$ cat config.mk
export PLATFORM = sky130hd
export DESIGN_NAME = reg_file_param
export DESIGN_NICKNAME = d
export VERILOG_FILES = /design/src/rtl/reg_file_pkg.sv /design/src/rtl/reg_clear_seq.sv /design/src/rtl/reg_file_param.sv
export SDC_FILE = /design/constraint.sdc
export NUM_CORES = 1
export LEC_CHECK = 0
export ABC_AREA = 0
export BUFFER_PORTS_ARGS = -buffer_cell sky130_fd_sc_hd__buf_2
export CAP_MARGIN = 20
export CORE_AREA = 2 2 422 424
export CTS_BUF_LIST = sky130_fd_sc_hd__clkbuf_2 sky130_fd_sc_hd__clkbuf_4 sky130_fd_sc_hd__clkbuf_8
export DETAILED_ROUTE_END_ITERATION = 10
export DIE_AREA = 0 0 424 426
export GPL_TIMING_DRIVEN = 0
export PLACE_DENSITY_LB_ADDON = 0.3
export SYNTH_ARGS = -nofsm -noshare
export SYNTH_HDL_FRONTEND = slang
export SYNTH_SLANG_ARGS = --single-unit
$ cat constraint.sdc
create_clock -name clk -period 6.3 [get_ports clk]
set_clock_uncertainty 0.05 [all_clocks]
set_input_delay 0.315 -clock clk [delete_from_list [all_inputs] [get_ports clk]]
set_output_delay 0.315 -clock clk [all_outputs]
set_load 0.01 [all_outputs]
$ cat src/rtl/reg_file_pkg.sv
// ---------------------------------------------------------------------------
// reg_file_pkg
// Shared types and defaults for the parametrised register file.
//   rf_state_t    : sequencer state (RF_CLEAR sweeping, RF_RUN normal use)
//   XLEN_DEFAULT  : default data width
//   NREGS_DEFAULT : default architectural register count
//   rf_aw(n)      : address width needed to index n registers
// ---------------------------------------------------------------------------
package reg_file_pkg;

  typedef enum logic {
    RF_CLEAR = 1'b0,
    RF_RUN   = 1'b1
  } rf_state_t;

  localparam int XLEN_DEFAULT  = 32;
  localparam int NREGS_DEFAULT = 32;

  function automatic int rf_aw(input int n);
    return $clog2(n);
  endfunction

endpackage

$ cat src/rtl/reg_clear_seq.sv
// ---------------------------------------------------------------------------
// reg_clear_seq
// Clear sequencer for the register file. After reset, or on a clr_req pulse
// while running, it sweeps every entry to zero one per cycle, then raises
// ready.
//   clk      in   clock, rising edge
//   rst      in   synchronous active-high reset
//   clr_req  in   request a full clear (honoured only in RUN)
//   ready    out  1 = array valid, writes accepted
//   clr_we   out  array write strobe for the sweep
//   clr_addr out  array entry being cleared
// ---------------------------------------------------------------------------
module reg_clear_seq
  import reg_file_pkg::*;
#(
  parameter int NREGS = NREGS_DEFAULT,
  parameter int AW    = rf_aw(NREGS)
) (
  input  logic          clk,
  input  logic          rst,
  input  logic          clr_req,
  output logic          ready,
  output logic          clr_we,
  output logic [AW-1:0] clr_addr
);

  localparam logic [AW-1:0] LAST = AW'(NREGS - 1);

  rf_state_t     state, state_next;
  logic [AW-1:0] ptr, ptr_next;
  logic          ready_next;

  // NOTE: sequential state uses non-blocking assignments so every register
  // samples the pre-edge values, independent of statement order.
  always_ff @(posedge clk) begin
    if (rst) begin
      state <= RF_CLEAR;
      ptr   <= '0;
      ready <= 1'b0;
    end else begin
      state <= state_next;
      ptr   <= ptr_next;
      ready <= ready_next;
    end
  end

  // NOTE: every output of this block gets a default first, so no path leaves
  // a variable unassigned and no latch is inferred.
  always_comb begin
    state_next = state;
    ptr_next   = ptr;
    ready_next = ready;
    case (state)
      RF_CLEAR: begin
        if (ptr == LAST) begin
          state_next = RF_RUN;
          ready_next = 1'b1;
        end else begin
          ptr_next = ptr + 1'b1;
        end
      end
      RF_RUN: begin
        if (clr_req) begin
          state_next = RF_CLEAR;
          ptr_next   = '0;
          ready_next = 1'b0;
        end
      end
      default: begin
        state_next = RF_CLEAR;
        ptr_next   = '0;
        ready_next = 1'b0;
      end
    endcase
  end

  // The reset edge itself must not write the array.
  assign clr_we   = (state == RF_CLEAR) && !rst;
  assign clr_addr = ptr;

endmodule

$ cat src/rtl/reg_file_param.sv
// ---------------------------------------------------------------------------
// reg_file_param
// Parametrised 2-read/1-write register file for the decode stage. Optional
// write-to-read bypass and hard-wired zero register. Contents are cleared by
// reg_clear_seq after reset or on clr_req; reads return 0 while clearing.
//   clk      in   clock, rising edge
//   rst      in   synchronous active-high reset
//   we3      in   write enable
//   a3       in   write address
//   wd3      in   write data
//   a1, a2   in   read addresses
//   clr_req  in   request full clear (single-cycle pulse)
//   rd1, rd2 out  combinational read data
//   ready    out  1 = array valid, writes accepted
// ---------------------------------------------------------------------------
module reg_file_param
  import reg_file_pkg::*;
#(
  parameter  int XLEN     = XLEN_DEFAULT,
  parameter  int NREGS    = NREGS_DEFAULT,
  parameter  int BYPASS   = 1,
  parameter  int ZERO_REG = 1,
  localparam int AW       = rf_aw(NREGS)
) (
  input  logic            clk,
  input  logic            rst,
  input  logic            we3,
  input  logic [AW-1:0]   a3,
  input  logic [XLEN-1:0] wd3,
  input  logic [AW-1:0]   a1,
  input  logic [AW-1:0]   a2,
  input  logic            clr_req,
  output logic [XLEN-1:0] rd1,
  output logic [XLEN-1:0] rd2,
  output logic            ready
);

  logic [XLEN-1:0] mem [NREGS];

  logic          clr_we;
  logic [AW-1:0] clr_addr;
  logic          a1_ok, a2_ok, a3_ok;
  logic          wr_en;

  reg_clear_seq #(
    .NREGS (NREGS),
    .AW    (AW)
  ) u_clear_seq (
    .clk      (clk),
    .rst      (rst),
    .clr_req  (clr_req),
    .ready    (ready),
    .clr_we   (clr_we),
    .clr_addr (clr_addr)
  );

  // Address range check; with a power-of-two count every address is valid.
  if (NREGS == (1 << AW)) begin : g_full_range
    assign a1_ok = 1'b1;
    assign a2_ok = 1'b1;
    assign a3_ok = 1'b1;
  end else begin : g_part_range
    assign a1_ok = a1 < AW'(NREGS);
    assign a2_ok = a2 < AW'(NREGS);
    assign a3_ok = a3 < AW'(NREGS);
  end

  // Effective write: running, not being reset or cleared, valid target.
  assign wr_en = ready && !rst && we3 && !clr_req && a3_ok &&
                 !((ZERO_REG != 0) && (a3 == '0));

  // NOTE: the array has no reset branch; clearing is done one entry per cycle
  // by the sequencer so the storage can map onto plain RAM/flop arrays.
  always_ff @(posedge clk) begin
    if (clr_we) begin
      mem[clr_addr] <= '0;
    end else if (wr_en) begin
      mem[a3] <= wd3;
    end
  end

  always_comb begin
    rd1 = '0;
    if (ready && a1_ok && !((ZERO_REG != 0) && (a1 == '0))) begin
      if ((BYPASS != 0) && wr_en && (a3 == a1)) rd1 = wd3;
      else                                       rd1 = mem[a1];
    end
  end

  always_comb begin
    rd2 = '0;
    if (ready && a2_ok && !((ZERO_REG != 0) && (a2 == '0))) begin
      if ((BYPASS != 0) && wr_en && (a3 == a2)) rd2 = wd3;
      else                                       rd2 = mem[a2];
    end
  end

endmodule

==> results of run 1 <==
## sequential cells by signal (all words and copies together) (netlist names)
signal	count
u_clear_seq.ready	1
mem	1024
u_clear_seq.clr_addr	5
u_clear_seq.state	1
## power breakdown
part	switching (mW)	total (mW)	internal, mW
sequential	0.0195	7.50	7.48
combinational	0.636	1.02	0.383
clock	2.75	5.78	3.03
total	3.41	14.3	10.9
## cells by family (layout without fill, tap and decap cells)
family	count (synthesis)	in the layout	synth area share (%)
AND/OR/NAND/NOR	129	129	1.36
adder cells (fa/ha/maj)	2	2	0.0509
buffers and inverters	229	703	2.53
multiplexers	644	644	23.2
flip-flops	1031	1031	62.9
XOR/XNOR	10	10	0.178
AO/OA/AOI/OAI	599	599	9.78
other	0	14	0
## path summary, 6_finish.rpt
kind	startpoint	to	slack (ns)
worst min register to register	u_clear_seq.clr_addr[3]	u_clear_seq.clr_addr[3]	0.56
worst max register to register	u_clear_seq.ready	mem[1][22]	2.47
worst min-delay path	wd3[20]	mem[22][20]	0.11
worst max-delay path	a2[4]	rd2[10]	1.80
## cells in the mapped netlist, drive strengths merged (3+ instances only)
cell / number / area [sq um]
nand2b: 6 / 37.5
nor2b: 5 / 31.3
inv: 4 / 15.0
nor4: 3 / 18.8
clkbuf: 122 / 538
a21o: 3 / 30.0
a311o: 64 / 641
xnor2: 10 / 87.6
nor3: 3 / 15.0
a22oi: 194 / 1460
mux4: 384 / 8800
and3: 6 / 37.5
buf: 94 / 562
nor3b: 4 / 30.0
and2: 34 / 213
nor2: 48 / 180
dlygate4sd1: 6 / 52.6
nand2: 15 / 56.3
o31ai: 3 / 50.1
a21oi: 132 / 905
edfxtp: 1024 / 30700
dfxtp: 7 / 140
o21ai: 3 / 15.0
a221oi: 128 / 1120
mux2i: 259 / 2590
o21bai: 64 / 480
## stage by stage
step	utilization [%]	setup WS, ns	instance area [sq um]
floorplan	-	2.67	49100
global placement	29.9	0.0626	52600
detailed placement	30.7	2.03	53900
CTS	32.5	2.01	57100
global route	32.6	1.86	57400
finish	32.6	1.80	57400
## layer usage
layer  GRT usage, %  vias to the layer above  part of all wire [%]
li1               -                    12278                     -
met1           21.6                    15743                    37
met2           32.7                     1334                    51
met3           3.32                      377                   6.2
met4           9.08                        2                   5.5
met5              0                        -                0.0065
## what timing repair did
item,in CTS,in global routing
buffers inserted,0,0
hold buffers,3,0
hold endpoints to repair,7,0
## final cells by class
class                   count  area, sq um  area share [%]
inverters                   4         15.0          0.0262
well taps                2340         2930            5.10
flip-flops and latches   1031        30900            53.8
clock buffers             226         2790            4.85
clock inverters            70          442           0.770
plain buffers             225         1230            2.14
diodes                     14         35.0          0.0611
multi-input cells        1384        17200            30.0
repair buffers            178         1840            3.21
==> report_table.html, run 1 <==
<table>
<tr><th>Metric</th><th>Value</th></tr>
<tr><th colspan="2">Placement</th></tr>
<tr><td>Inst Count DP</td><td>5145</td></tr>
<tr><td>Post-DP HPWL</td><td>123000 microns</td></tr>
<tr><td>Number of buffers added on ports</td><td>108</td></tr>
<tr><td>GPL Wtd Cong</td><td>0.937</td></tr>
<tr><th colspan="2">Clock tree</th></tr>
<tr><td>Number of clock buffers inserted by TritonCTS</td><td>165</td></tr>
<tr><td>Root Buffer Master</td><td>clkbuf_8</td></tr>
<tr><td>Clock input transition at the sequential cells of the worst setup and hold paths</td><td>0.06 ns</td></tr>
<tr><td>Worst-skew pair later-pin latency</td><td>0.87 ns</td></tr>
<tr><td>Sinks on the clock net</td><td>1031</td></tr>
<tr><td># H-tree levels</td><td>4</td></tr>
<tr><td>Total of cells resized after clock tree synthesis</td><td>0</td></tr>
<tr><td>Clock tree from TritonCTS</td><td>yes</td></tr>
<tr><td>Clock buffer depth</td><td>3</td></tr>
<tr><th colspan="2">Routing</th></tr>
<tr><td>Pre-antenna DRT Iters</td><td>5</td></tr>
<tr><td>DRC errors left</td><td>0</td></tr>
<tr><td>Drt initial violations</td><td>3048</td></tr>
<tr><td>Total Wirelength</td><td>170000 microns</td></tr>
<tr><td>Final routed wire length divided by cell count</td><td>31.0 microns</td></tr>
<tr><td>Via-per-instance ratio</td><td>5.43</td></tr>
<tr><td>Vias after detailed routing</td><td>29734</td></tr>
<tr><td>Remaining antenna violation count after routing</td><td>0</td></tr>
<tr><th colspan="2">Worst setup path</th></tr>
<tr><td>Worst Path Required</td><td>5.93 ns</td></tr>
<tr><td>Family with the most delay on the worst path</td><td>buffers and inverters</td></tr>
<tr><td>Number of cells on the critical path</td><td>9</td></tr>
<tr><td>Biggest fanout along the worst timing path</td><td>10</td></tr>
<tr><td>CP Data Arrival Time</td><td>4.14 ns</td></tr>
<tr><td>Cell with the largest stage delay on the worst path</td><td>clkbuf_1</td></tr>
<tr><td>Type of origin of the critical path</td><td>input port</td></tr>
<tr><td>Cell-by-cell trace of the critical path</td><td>buf_2 &gt; clkbuf_1 &gt; inv_1 &gt; nor2_1 &gt; clkbuf_1 &gt; a22oi_1 &gt; a21oi_2 &gt; a311o_1 &gt; buf_2</td></tr>
<tr><td>Cell count of the worst reg-to-reg path</td><td>7</td></tr>
<tr><td>Critical path buffer and inverter count</td><td>5</td></tr>
<tr><td>Kind of critical path</td><td>in2out</td></tr>
<tr><td>Kind of capture point of the worst setup path</td><td>output port</td></tr>
<tr><td>Delay contributed by the slowest stage of the critical path</td><td>0.69 ns</td></tr>
<tr><th colspan="2">STA</th></tr>
<tr><td>Slew of the pin with the lowest slew margin</td><td>1.15 ns</td></tr>
<tr><td>F_max</td><td>222 MHz</td></tr>
<tr><td>Setup violation total in the final timing report</td><td>0</td></tr>
<tr><td>WHS</td><td>0.109 ns</td></tr>
<tr><td>Final Hold Vio Count</td><td>0</td></tr>
<tr><td>Final period utilization</td><td>71.4%</td></tr>
<tr><td>Post-layout minimum cycle time</td><td>4.50 ns</td></tr>
<tr><td>Max Slew Vio Count</td><td>0</td></tr>
<tr><td>Unrepaired setup endpoints after global routing</td><td>no</td></tr>
<tr><td>Final-layout setup total negative slack</td><td>0 ns</td></tr>
<tr><td>Normalized max-slew margin</td><td>23.3%</td></tr>
<tr><th colspan="2">Global route</th></tr>
<tr><td>Vias in the first global route</td><td>30422</td></tr>
<tr><td>Global-route wire length before repair</td><td>235000 microns</td></tr>
<tr><td>Pin count of the biggest net entering global routing</td><td>33</td></tr>
<tr><td>Initial antenna violation count</td><td>17</td></tr>
<tr><td>Global-route total usage across every layer</td><td>18.5%</td></tr>
<tr><td>Congestion Overflow GR</td><td>0</td></tr>
<tr><th colspan="2">Synthesis</th></tr>
<tr><td>Synth Net Count</td><td>2697</td></tr>
<tr><td>Flip-flop and latch count after synthesis</td><td>1031</td></tr>
<tr><td>Prevailing post-synth register cell</td><td>edfxtp_1</td></tr>
<tr><td>Count of flip-flops with a built-in enable after synthesis</td><td>1024</td></tr>
<tr><td>Sequential area share after synthesis</td><td>62.9%</td></tr>
<tr><td>Synth Instances</td><td>2644</td></tr>
<tr><td>Cell variety after synth</td><td>48</td></tr>
<tr><td>Ys Warns</td><td>0</td></tr>
<tr><td>Post-Syn Area</td><td>49100 sq um</td></tr>
<tr><td>Avg Cell Area, Syn</td><td>18.6 sq um</td></tr>
<tr><td>FFs w/ async S/R, synth</td><td>0%</td></tr>
<tr><th colspan="2">Cells and area</th></tr>
<tr><td>Highest-count cells in the layout ignoring fill and taps</td><td>edfxtp_1, mux4_2, mux2i_1</td></tr>
<tr><td>Final #Nets</td><td>3042</td></tr>
<tr><td>Most frequent standard cell in the layout excluding fill and tap cells</td><td>edfxtp_1</td></tr>
<tr><td>Number of filler instances in the final layout</td><td>16824</td></tr>
<tr><td>Share of layout cells above drive strength 1</td><td>32.1%</td></tr>
<tr><td>Final Non-Filler Cells</td><td>5472</td></tr>
<tr><td>Synth-to-Final Area Change</td><td>16.8%</td></tr>
<tr><th colspan="2">Power</th></tr>
<tr><td>Power density over the cells</td><td>249 nW/um^2</td></tr>
<tr><td>Total Power Consumption</td><td>14.3 mW</td></tr>
<tr><td>VDD IR-drop max</td><td>0.202 mV</td></tr>
<tr><td>Static leakage power</td><td>16.9 nW</td></tr>
<tr><th colspan="2">Die</th></tr>
<tr><td>Row count</td><td>154</td></tr>
<tr><td>Height of the chip</td><td>426 microns</td></tr>
<tr><td>Die Span X</td><td>424 microns</td></tr>
<tr><td>Standard cell core area</td><td>176000 sq um</td></tr>
<tr><td>Effective utilization at floorplan</td><td>28.0%</td></tr>
<tr><td>Die ar.</td><td>181000 sq um</td></tr>
<tr><td>Io pins</td><td>116</td></tr>
<tr><th colspan="2">Min path</th></tr>
<tr><td>Class of the worst hold path</td><td>in2reg</td></tr>
<tr><td>Worst hold path cell count</td><td>2</td></tr>
<tr><th colspan="2">Run</th></tr>
<tr><td>Max Cap Violations</td><td>0</td></tr>
<tr><th colspan="2">Run status</th></tr>
<tr><td>Run status</td><td>complete, no violations</td></tr>
</table>
(Power assumes the default switching activity.)
==> inputs of run 2 (changes only) <==
==> constraint.sdc (replaced) <==
create_clock -name clk -period 3.7 [get_ports clk]
set_clock_uncertainty 0.05 [all_clocks]
set_input_delay 0.185 -clock clk [delete_from_list [all_inputs] [get_ports clk]]
set_output_delay 0.185 -clock clk [all_outputs]
set_load 0.01 [all_outputs]
==> run 2 against run 1 <==
  * Sequential share of layout area decreased by 0.50 points
  * Global-route usage about the same
  * Setup slack got worse by 1.8 ns
  * Routed wire length is 0.34% higher
  * Die area is the same
  * Critical endpoint unchanged
  * Highest routed layer is now met4
==> report_table.html, run 2 (synthesis results as in run 1) <==
<table>
<tr><th>Metric</th><th>Value</th></tr>
<tr><th colspan="2">Cells and area</th></tr>
<tr><td>Share of layout cells above drive strength 1</td><td>33.0%</td></tr>
<tr><td>Number of filler instances in the final layout</td><td>16795</td></tr>
<tr><td>Largest register FFs</td><td>1024</td></tr>
<tr><td>Final Non-Filler Cells</td><td>5509</td></tr>
<tr><td>Most frequent standard cell in the layout excluding fill and tap cells</td><td>edfxtp_1</td></tr>
<tr><td>Final #Nets</td><td>3079</td></tr>
<tr><td>Highest-count cells in the layout ignoring fill and taps</td><td>edfxtp_1, mux4_2, mux2i_1</td></tr>
<tr><td>Synth-to-Final Area Change</td><td>17.9%</td></tr>
<tr><td>Final cell utilization of the core</td><td>33.0%</td></tr>
<tr><td>Top register by number of flip-flops</td><td>mem</td></tr>
<tr><th colspan="2">Worst setup path</th></tr>
<tr><td>Reg-to-reg critical path startpoint</td><td>u_clear_seq.ready</td></tr>
<tr><td>Type of origin of the critical path</td><td>input port</td></tr>
<tr><td>Kind of capture point of the worst setup path</td><td>output port</td></tr>
<tr><td>R2r endpoint</td><td>mem[23][27]</td></tr>
<tr><td>Critical path buffer and inverter count</td><td>4</td></tr>
<tr><td>Flop-to-flop setup slack</td><td>0.09 ns</td></tr>
<tr><td>Kind of critical path</td><td>in2out</td></tr>
<tr><td>Worst Path Required</td><td>3.46 ns</td></tr>
<tr><td>Family with the most delay on the worst path</td><td>buffers and inverters</td></tr>
<tr><td>Delay contributed by the slowest stage of the critical path</td><td>0.73 ns</td></tr>
<tr><td>Cell-by-cell trace of the critical path</td><td>buf_2 &gt; clkdlybuf4s15_1 &gt; clkbuf_1 &gt; mux4_2 &gt; a22oi_1 &gt; a21oi_2 &gt; a311o_1 &gt; buf_2</td></tr>
<tr><td>Number of cells on the critical path</td><td>8</td></tr>
<tr><td>Cell with the largest stage delay on the worst path</td><td>clkdlybuf4s15_1</td></tr>
<tr><td>Biggest fanout along the worst timing path</td><td>10</td></tr>
<tr><td>Worst Setup SP</td><td>a2[1]</td></tr>
<tr><td>Most common cell type on the critical path</td><td>buf_2</td></tr>
<tr><td>Cell count of the worst reg-to-reg path</td><td>7</td></tr>
<tr><td>CP Data Arrival Time</td><td>3.44 ns</td></tr>
<tr><th colspan="2">Routing</th></tr>
<tr><td>Vias after detailed routing</td><td>30024</td></tr>
<tr><td>DRC errors left</td><td>0</td></tr>
<tr><td>Final routed wire length divided by cell count</td><td>30.9 microns</td></tr>
<tr><td>Remaining antenna violation count after routing</td><td>0</td></tr>
<tr><td>Via-per-instance ratio</td><td>5.45</td></tr>
<tr><td>Pre-antenna DRT Iters</td><td>6</td></tr>
<tr><td>Drt initial violations</td><td>3175</td></tr>
<tr><td>Total Wirelength</td><td>170000 microns</td></tr>
<tr><th colspan="2">Placement</th></tr>
<tr><td>Number of buffers added on ports</td><td>108</td></tr>
<tr><td>Post-DP HPWL</td><td>123000 microns</td></tr>
<tr><td>Inst Count DP</td><td>5145</td></tr>
<tr><td>GPL Wtd Cong</td><td>0.937</td></tr>
<tr><th colspan="2">Min path</th></tr>
<tr><td>Class of the worst hold path</td><td>in2reg</td></tr>
<tr><td>Endpoint, Worst Hold</td><td>mem[4][18]</td></tr>
<tr><td>Worst hold path cell count</td><td>2</td></tr>
<tr><td>Hold path startpoint</td><td>wd3[18]</td></tr>
<tr><th colspan="2">Global route</th></tr>
<tr><td>Global-route wire length before repair</td><td>236000 microns</td></tr>
<tr><td>Pin count of the biggest net entering global routing</td><td>33</td></tr>
<tr><td>Initial antenna violation count</td><td>14</td></tr>
<tr><td>Vias in the first global route</td><td>30618</td></tr>
<tr><td>Global-route total usage across every layer</td><td>18.5%</td></tr>
<tr><td>Congestion Overflow GR</td><td>0</td></tr>
<tr><th colspan="2">Clock tree</th></tr>
<tr><td>Clock buffer depth</td><td>3</td></tr>
<tr><td>Clock input transition at the sequential cells of the worst setup and hold paths</td><td>0.06 ns</td></tr>
<tr><td>Clock tree from TritonCTS</td><td>yes</td></tr>
<tr><td>Sinks on the clock net</td><td>1031</td></tr>
<tr><td>Root Buffer Master</td><td>clkbuf_8</td></tr>
<tr><td># H-tree levels</td><td>4</td></tr>
<tr><td>Worst-skew pair later-pin latency</td><td>0.89 ns</td></tr>
<tr><td>Number of clock buffers inserted by TritonCTS</td><td>165</td></tr>
<tr><th colspan="2">Power</th></tr>
<tr><td>Power density over the cells</td><td>421 nW/um^2</td></tr>
<tr><td>Static leakage power</td><td>17.2 nW</td></tr>
<tr><td>VDD IR-drop max</td><td>0.353 mV</td></tr>
<tr><th colspan="2">Die</th></tr>
<tr><td>Die ar.</td><td>181000 sq um</td></tr>
<tr><td>Effective utilization at floorplan</td><td>28.0%</td></tr>
<tr><td>Height of the chip</td><td>426 microns</td></tr>
<tr><td>Die Span X</td><td>424 microns</td></tr>
<tr><td>Standard cell core area</td><td>176000 sq um</td></tr>
<tr><td>Io pins</td><td>116</td></tr>
<tr><td>Row count</td><td>154</td></tr>
<tr><th colspan="2">STA</th></tr>
<tr><td>Setup violation total in the final timing report</td><td>0</td></tr>
<tr><td>Unrepaired setup endpoints after global routing</td><td>yes</td></tr>
<tr><td>F_max</td><td>272 MHz</td></tr>
<tr><td>Max Slew Vio Count</td><td>0</td></tr>
<tr><td>Post-layout minimum cycle time</td><td>3.68 ns</td></tr>
<tr><td>Slew of the pin with the lowest slew margin</td><td>1.13 ns</td></tr>
<tr><td>Final period utilization</td><td>99.5%</td></tr>
<tr><td>Normalized max-slew margin</td><td>24.5%</td></tr>
<tr><td>Final Hold Vio Count</td><td>0</td></tr>
<tr><th colspan="2">Run status</th></tr>
<tr><td>Run status</td><td>complete, no violations</td></tr>
<tr><th colspan="2">Run</th></tr>
<tr><td>Max Cap Violations</td><td>0</td></tr>
</table>
==> run 2: cell count changes in the layout (fill, tap and decap cells not counted), sizes merged <==
cell and delta:
dlygate4sd3 +22, clkdlybuf4s15 +2, dlygate4sd1 -1, clkbuf -1
buf +15
==> run 2: metal layers <==
layer	wire length (microns)	up-vias	part of all wire [%]	GRT usage [%]
li1	-	12353	-	-
met1	62700	15941	37	21.5
met2	86900	1364	51	32.5
met3	11200	366	6.6	3.35
met4	9400	0	5.5	9.76
met5	0	-	0	0
==> run 2: timing repair <==
action	CTS	global route
endpoints found under the setup margin	357	154
hold endpoints to repair	145	217
hold buffers	13	12
gates resized for setup	10	23
pin swaps	5	6
setup buffers	10	7
==> run 2: power by group <==
| group | switching [mW] | leakage (nW) | internal (mW) |
|---|---|---|---|
| Sequential | 0.0331 | 7.99 | 12.7 |
| Combinational | 1.09 | 7.51 | 0.671 |
| Clock | 4.68 | 1.71 | 5.16 |
==> run 2: how the worst max path moves through the flow <==
| stage | endpoint | slack [ns] |
|---|---|---|
| after floorplan | mem[27][0] | 0.07 |
| after global placement | mem[13][21] | -2.54 |
| after detailed placement | rd2[8] | -0.31 |
| after CTS | rd1[19] | 0.02 |
| after global routing | rd2[15] | -0.06 |
| final | rd2[10] | 0.02 |
==> run 2: per-stage QoR <==
step                hold slack (ns)  TNS [ns]  cell area (sq um)  worst slack, ns  total power [mW]
finish                      0.00171         0              57900           0.0201              24.4
global route               0.000427   -0.0622              57900          -0.0600              25.1
CTS                        0.000701         0              57400           0.0228              24.5
detailed placement            0.482    -24.15              53900           -0.313              14.7
global placement              0.475  -1970.89              52600            -2.54              14.7
floorplan                     0.331         0              49100           0.0726              14.1
==> run 2: area by class of cell <==
type                            count  area, sq um  area share, %
Sequential cell                  1031        30900           53.3
Multi-Input combinational cell   1384        17200           29.7
Tap cell                         2340         2930           5.06
Clock buffer                      226         2790           4.81
Timing Repair Buffer              217         2350           4.06
Buffer                            223         1250           2.16
Clock inverter                     70          442          0.763
Antenna cell                       14         35.0         0.0605
Inverter                            4         15.0         0.0259
==> run 2: worst reg2reg max path, stage by stage, from the launching register on <==
cell	delay (ns)
dfxtp_2	0.50
nand4bb_4	0.22
a211oi_2	0.55
buf_2	0.40
mux2i_1	0.31
nand2_1	0.31
nor2_4	0.63
buf_12	0.27
